[src/rtl/piso_shift_tx.sv]
// Parallel-in serial-out transmitter: valid/ready word load, one bit per clock on sout,
// sout_valid qualifier and a one-cycle done pulse, with gapless back-to-back reload.
module piso_shift_tx #(
    parameter int WIDTH     = 8,
    parameter bit MSB_FIRST = 1'b1
) (
    input  logic             clk,
    input  logic             resetn,
    input  logic             load_valid,
    input  logic [WIDTH-1:0] load_data,
    output logic             load_ready,
    output logic             sout,
    output logic             sout_valid,
    output logic             done
);

    localparam int CNT_W = $clog2(WIDTH);
    localparam logic [CNT_W-1:0] LAST_BIT = CNT_W'(WIDTH - 1);

    typedef enum logic {
        IDLE,
        SHIFT
    } state_t;

    state_t           state_q;
    logic [WIDTH-1:0] shreg_q;
    logic [WIDTH-1:0] shreg_d;
    logic [CNT_W-1:0] cnt_q;
    logic             done_q;
    logic             last_bit;
    logic             accept;

    assign last_bit   = (state_q == SHIFT) && (cnt_q == LAST_BIT);
    // Ready during the last bit lets the next word follow with no idle gap.
    assign load_ready = (state_q == IDLE) || last_bit;
    assign accept     = load_valid && load_ready;

    // Zero fill leaves the register clear once a word has been fully shifted out.
    assign shreg_d = MSB_FIRST ? {shreg_q[WIDTH-2:0], 1'b0}
                               : {1'b0, shreg_q[WIDTH-1:1]};

    // NOTE: reset is in the sensitivity list so assertion clears the frame without waiting for clk.
    always_ff @(posedge clk or negedge resetn) begin
        if (!resetn) begin
            state_q <= IDLE;
            shreg_q <= '0;
            cnt_q   <= '0;
            done_q  <= 1'b0;
        end else begin
            // NOTE: non-blocking assignments so every register samples the pre-edge values.
            done_q <= last_bit;
            if (accept) begin
                shreg_q <= load_data;
                cnt_q   <= '0;
                state_q <= SHIFT;
            end else if (state_q == SHIFT) begin
                shreg_q <= shreg_d;
                if (last_bit) begin
                    cnt_q   <= '0;
                    state_q <= IDLE;
                end else begin
                    cnt_q <= cnt_q + CNT_W'(1);
                end
            end
        end
    end

    assign sout_valid = (state_q == SHIFT);
    assign sout       = sout_valid & (MSB_FIRST ? shreg_q[WIDTH-1] : shreg_q[0]);
    assign done       = done_q;

endmodule

[config.mk]
export PLATFORM = sky130hd
export DESIGN_NAME = piso_shift_tx
export DESIGN_NICKNAME = d
export VERILOG_FILES = /design/src/rtl/piso_shift_tx.sv
export SDC_FILE = /design/constraint.sdc
export NUM_CORES = 1
export LEC_CHECK = 0
export CAP_MARGIN = 25
export CORE_MARGIN = 3
export CORE_UTILIZATION = 25
export CTS_BUF_LIST = sky130_fd_sc_hd__clkbuf_4 sky130_fd_sc_hd__clkbuf_8 sky130_fd_sc_hd__clkbuf_16
export DETAILED_ROUTE_END_ITERATION = 10
export HOLD_SLACK_MARGIN = 0.1
export SYNTH_ARGS = -nofsm -noshare
export SYNTH_HDL_FRONTEND = slang
export SYNTH_SLANG_ARGS = --single-unit
[constraint.sdc]
create_clock -name clk -period 1.88 [get_ports clk]
set_input_delay 0.47 -clock clk [delete_from_list [all_inputs] [get_ports clk]]
set_output_delay 0.47 -clock clk [all_outputs]
set_load 0.01 [all_outputs]
==> results of run 1 <==
## stage by stage
step | worst slack, ps | hold WS (ps) | util (%) | TNS [ps] | std cells
2_1_floorplan | 310.7 | 174.4 | - | 0 | 56
3_3_place_gp | 8.029 | 488.0 | 33.83 | 0 | 102
3_5_place_dp | -15.21 | 501.6 | 33.83 | -15.21 | 102
4_1_cts | 1.990 | 444.8 | 34.72 | 0 | 106
5_1_grt | 3.120 | 458.0 | 36.06 | 0 | 109
6_report | 68.83 | 439.2 | 36.06 | 0 | 109
## worst paths after layout
check | start | to | slack (ps)
setup / recovery | cnt_q[0] | load_ready | 70
hold / removal | resetn | shreg_q[1] | 440
setup reg to reg | cnt_q[0] | shreg_q[6] | 260
hold reg to reg | cnt_q[2] | cnt_q[2] | 520
max in group asynchronous | resetn | sout_valid | 1020
min in group clk | cnt_q[2] | cnt_q[2] | 520
## cell families after synthesis
kind of cell | count (synthesis) | share of synthesized area (%)
mux | 1 | 1.487
flops | 13 | 48.33
buf+inv | 5 | 6.875
simple gates | 17 | 14.50
fa+ha+maj | 2 | 3.717
compound gates | 18 | 25.09
## cell usage in the layout (no fill, tap or decap), drive strengths merged, types with 2 or more instances in the layout
cell type,count
a211o,7
and2,2
buf,10
clkbuf,3
clkdlybuf4s50,13
dfrtp,13
ha,2
nand2,3
nand2b,3
nor2b,7
o21ai,2
o221a,7
## power groups by stage
stage / Sequential [mW] / Combinational [mW] / Clock, mW
after global placement: 0.462 / 0.555 / 0
after detailed placement: 0.467 / 0.571 / 0
after CTS: 0.461 / 0.565 / 0.176
after floorplan: 0.459 / 0.388 / 0
after global routing: 0.471 / 0.685 / 0.197
final: 0.458 / 0.611 / 0.169
## Yosys cell counts, drive strengths merged
| library cell | count | area [sq um] |
|---|---|---|
| nand3 | 1 | 5.000 |
| and2 | 2 | 15.01 |
| dfrtp | 13 | 325.3 |
| nor2 | 1 | 3.750 |
| a32o | 1 | 10.01 |
| nand2b | 3 | 18.77 |
| buf | 4 | 42.53 |
| inv | 1 | 3.750 |
| mux2i | 1 | 10.01 |
| a211o | 7 | 63.81 |
| nor2b | 7 | 43.79 |
| o21ai | 2 | 10.01 |
| nand2 | 3 | 11.26 |
| o221a | 7 | 78.82 |
| o22ai | 1 | 6.260 |
| ha | 2 | 25.02 |
## worst max-delay path, stage by stage, from the launching register on
cell	delay, ps
dfrtp_1	390
ha_1	210
ha_2	190
nand2b_4	140
buf_2	140
## metal layers
layer	part of all wire (%)	global-route usage (%)	vias up
met2	44	11.77	13
li1	-	-	256
met1	50	13.11	245
met5	0	0	-
met3	5.8	2.895	0
met4	0	1.987	0
## state kept, by name, summed over array words and instances, names as in the netlist
name and count:
shreg_q 8, cnt_q 3, sout_valid 1, done 1
## area by class of cell
cell class / instances / area, sq um
inverter: 1 / 3.754
clock buffer: 3 / 22.52
tap: 30 / 37.54
fill: 261 / 1613
timing repair buffer: 23 / 202.7
multi-input combinational: 38 / 311.5
sequential: 13 / 326.6
clock inverter: 1 / 5.005
## what timing repair did
item	in CTS	in global routing
resized for setup	4	3
setup buffers	0	3
pin swaps	0	0
endpoints found under the setup margin	1	2
gates cloned	0	0
==> metrics.md, run 1 <==
| Metric | Value |
|---|---|
| Placer Congestion | 0.6891 |
| Pin count of the biggest net entering global routing | 21 |
| Fin nets | 93 |
| Cell Pwr Density | 1361 nW/um^2 |
| Slew @ Worst Pin | 311.1 ps |
| Avg Cell Area, Syn | 12.02 sq um |
| RSZ-0062 raised after global routing | false |
| N_diodes | 0 |
| Pins Over Slew Limit | 0 |
| Cells after Synth | 56 |
| Worst Path Arrival | 1340 ps |
| Switching share of power | 32.80% |
| Overflow after GRT | 0 |
| Synth cell types | 20 |
| Layout area overhead | 35.13% |
| Clock power share | 13.7% |
| Row count | 18 |
| Final Power | 1.238 mW |
| Tcrit/Tclk final | 96.34% |
| TritonRoute pass-1 iters | 4 |
| Die W | 57.89 um |
| Comb power frac | 49.3% |
| Critical Path RT | 1410 ps |
| Synthesized area | 673.1 sq um |
| Share of post-route cells with drive strength above 1 | 34.18% |
| Critical path startpoint category | flop |
| CP Capture Type | output pin |
| PortBufs | 14 |
| CTS sink cnt | 13 |
| Initial antenna violation count | 0 |
| H-tree depth | 1 |
| Die area | 3351 sq um |
| Slew HR | 79.20% |
| Final Cell Area | 909.6 sq um |
| Synthesis-stage register bit count | 13 |
| Ports | 15 |
| Final setup viols | 0 |
| Synthesized netlist net count | 69 |
| CTS Root Cell | clkbuf_4 |
| FMAX | 552.1 MHz |
| YS warnings | 0 |
| Final Hold Vio Count | 0 |
| Detail Route Antenna Nets | 0 |
| Setup CP Type | reg -> out |
| All-Layer GR Usage | 8.647% |
| DP HPWL | 967.3 um |
| Leak | 0.4107 nW |
| Vias in the first global route | 491 |
| Clock Latency Late Sink | 280 ps |
| Die height | 57.89 um |
| CTS buffer count | 3 |
| Final WL | 1353 um |
| Remaining DRCs | 0 |
| Initial core utilization | 26.69% |
| Initial DRC Count | 22 |
| Post-place instance area | 853.3 sq um |
| CTS Hold Bufs | 0 |
| Core area | 2522 sq um |
| Crit Path Max Fanout | 2 |
| First-pass GRT wire length | 2270 um |
| WL/cell | 12.41 um |
| Clock tree buffer depth | 2 |
| Crit path time final | 1811 ps |
| CTS tree | done |
| Sequential fraction of the synthesis area | 48.33% |
| Register share of total power | 37.0% |
| Clk_skew | 12.59 ps |
| Drt via density | 4.716 |
| Worst Hold Class | in -> async |
| Max-Cap Viols | 0 |
| R2R cell count | 6 |
| Status | finished clean |
| NetSw | 406.1 uW |
| Max VDD drop | 0.5186 mV |
| CTS clk-pin slew, worst paths | 90 ps |
| Pint | 832.0 uW |
| Vias post-DR | 514 |
(Power assumes the default switching activity.)
==> run 2, diff against run 1 <==
- CORE_UTILIZATION: 25 -> 43
- MAX_ROUTING_LAYER: unset -> met4
- PLACE_DENSITY: unset -> 0.73
- clock period: 1.88 -> 1.5 ns (I/O delays scaled with it)
==> metrics.md, run 2 (same netlist as run 1, synthesis figures left out) <==
| Metric | Value |
|---|---|
| Commonest non-fill, non-tap cell in the layout | dfrtp_1 |
| DP HPWL | 953.5 um (-1.4%) |
| Remaining DRCs | 0 (unchanged) |
| Most frequent cells in the layout | 13 x dfrtp_1, 10 x clkdlybuf4s50_1, 10 x buf_4 |
| Final Hold Vio Count | 0 (unchanged) |
| Tcrit/Tclk final | 109.8% |
| Clk_skew | 1.858 ps (-10.74 ps) |
| PortBufs | 14 (unchanged) |
| Layout area overhead | 35.32% |
| Status | finished, violations left |
| Top flop regs | shreg_q: 8 flops, cnt_q: 3 flops |
| Worst Path Arrival | 1270 ps (-70 ps) |
| Slew HR | 87.67% (+8.5 points) |
| CTS Root Cell | clkbuf_4 |
| Drt via density | 5.684 (+21%) |
| Setup CP Type | reg -> out |
| Core area | 1383 sq um (-45%) |
| Final WL | 1473 um (+8.9%) |
| TritonRoute pass-1 iters | 4 (unchanged) |
| Row count | 13 (-5) |
| Die height | 45.57 um (-21%) |
| N_diodes | 0 (unchanged) |
| Max FFs per register | 8 (unchanged) |
| Initial antenna violation count | 0 (unchanged) |
| CP peak stage delay | 390 ps (about the same) |
| Ports | 15 (unchanged) |
| Vias post-DR | 540 (+5.1%) |
| Placer Congestion | 0.7229 (+4.9%) |
| Cell Pwr Density | 1749 nW/um^2 (+28%) |
| Clock Latency Late Sink | 270 ps (about the same) |
| Final setup viols | 1 (+1) |
| All-Layer GR Usage | 17.83% (+9.2 points) |
| Initial core utilization | 48.69% (+22 points) |
| Fin nets | 94 (+1.1%) |
| Vias in the first global route | 556 (+13%) |
| CTS Hold Bufs | 0 (unchanged) |
| Filler cell count | 118 (-55%) |
| Pins Over Slew Limit | 0 (unchanged) |
| Crit path time final | 1647 ps |
| Setup slack at placement | -270.7 ps (-255.5 ps) |
| Leak | 0.4202 nW (+2.3%) |
| Pin count of the biggest net entering global routing | 14 (-33%) |
| Initial DRC Count | 12 (-45%) |
| Clock tree buffer depth | 2 (unchanged) |
| First-pass GRT wire length | 2559 um (+13%) |
| CP Capture Type | output pin |
| CTS clk-pin slew, worst paths | 80 ps (about the same) |
| FMAX | 607.2 MHz |
| CTS sink cnt | 13 (unchanged) |
| CTS buffer count | 3 (unchanged) |
| Overflow after GRT | 0 (unchanged) |
| Final Power | 1.593 mW (+29%) |
| Die area | 2076 sq um (-38%) |
| WL/cell | 15.51 um (+25%) |
| Max VDD drop | 1.150 mV (+120%) |
| H-tree depth | 1 (unchanged) |
| Setup slack after layout | -147.0 ps (-215.8 ps) |
| Largest reg by FF count | shreg_q |
| Detail Route Antenna Nets | 0 (unchanged) |
| Slew @ Worst Pin | 184.2 ps (-126.9 ps) |
| Critical Path RT | 1120 ps (-290 ps) |
| Worst Hold Class | in -> async |
| RSZ-0062 raised after global routing | true |
| Die W | 45.57 um (-21%) |
| Failing checks | setup timing |
| CTS tree | done |
| CP max stage cell | dfrtp_1 |
| Crit Path Max Fanout | 2 (unchanged) |
| Max-Cap Viols | 0 (unchanged) |
| Share of post-route cells with drive strength above 1 | 37.50% (+3.3 points) |
| Critical path startpoint category | flop |
| CP Cell Sequence | ha_2 -> ha_4 -> nand2b_4 -> buf_6 |
==> run 2: final cells by class <==
class	count	area, sq um	share of cell area [%]
clock buffers	3	22.52	2.473
clock inverters	1	5.005	0.5495
inverters	1	3.754	0.4121
multi-input cells	38	326.6	35.85
flip-flops and latches	13	325.3	35.71
well taps	15	18.77	2.060
repair buffers	24	209.0	22.94
==> run 2: worst max-delay path, delay by kind of cell (launching register included) <==
kind / cells / cell delay, ps
adder cells (fa/ha/maj): 2 / 350
buffers and inverters: 1 / 120
flip-flops: 1 / 390
AND/OR/NAND/NOR: 1 / 140
==> run 2: path summary, 6_finish.rpt <==
path / start / to / slack, ps / cells after the start
worst max-delay path: cnt_q[1] / load_ready / -150 / 4
worst min-delay path: resetn / cnt_q[1] / 400 / 2
worst max register to register: cnt_q[1] / shreg_q[4] / 0 / 6
worst min register to register: cnt_q[2] / cnt_q[2] / 580 / 1
max in group asynchronous: resetn / shreg_q[2] / 940 / 2
min in group clk: cnt_q[2] / cnt_q[2] / 580 / 1
==> run 2: stage by stage <==
| stage | utilization (%) | cells | instance area (sq um) | hold WS [ps] | TNS, ps |
|---|---|---|---|---|---|
| 6_report | 65.88 | 95 | 910.9 | 395.3 | -147.0 |
| 5_1_grt | 65.88 | 95 | 910.9 | 399.1 | -697.6 |
| 4_1_cts | 66.24 | 95 | 915.9 | 394.4 | -145.6 |
| 3_5_place_dp | 60.91 | 88 | 842.1 | 490.3 | -1120 |
| 3_3_place_gp | 60.91 | 88 | 842.1 | 487.8 | -1139 |
| 2_1_floorplan | - | 56 | 673.1 | 79.41 | 0 |
==> run 2: where the power goes <==
| part | internal [mW] | leakage [nW] | switching (mW) | total [mW] |
|---|---|---|---|---|
| clock network | 0.0987 | 0.0177 | 0.118 | 0.217 |
| registers | 0.491 | 0.165 | 0.0934 | 0.585 |
| logic | 0.461 | 0.237 | 0.331 | 0.791 |
| total | 1.05 | 0.420 | 0.542 | 1.59 |
==> run 2: metal layers <==
metal	vias up	GRT usage (%)	share of wire [%]
met3	2	2.372	4.8
met1	261	23.89	49
met2	16	27.02	46
met4	0	7.018	0.54
met5	-	-	0
li1	261	-	-
==> run 2: what timing repair did <==
action | CTS | global route
hold endpoints to repair | 0 | 0
pin swaps | 0 | 1
setup endpoints to repair | 11 | 9
resized for setup | 14 | 1
cloned | 0 | 0
buffers inserted | 3 | 0
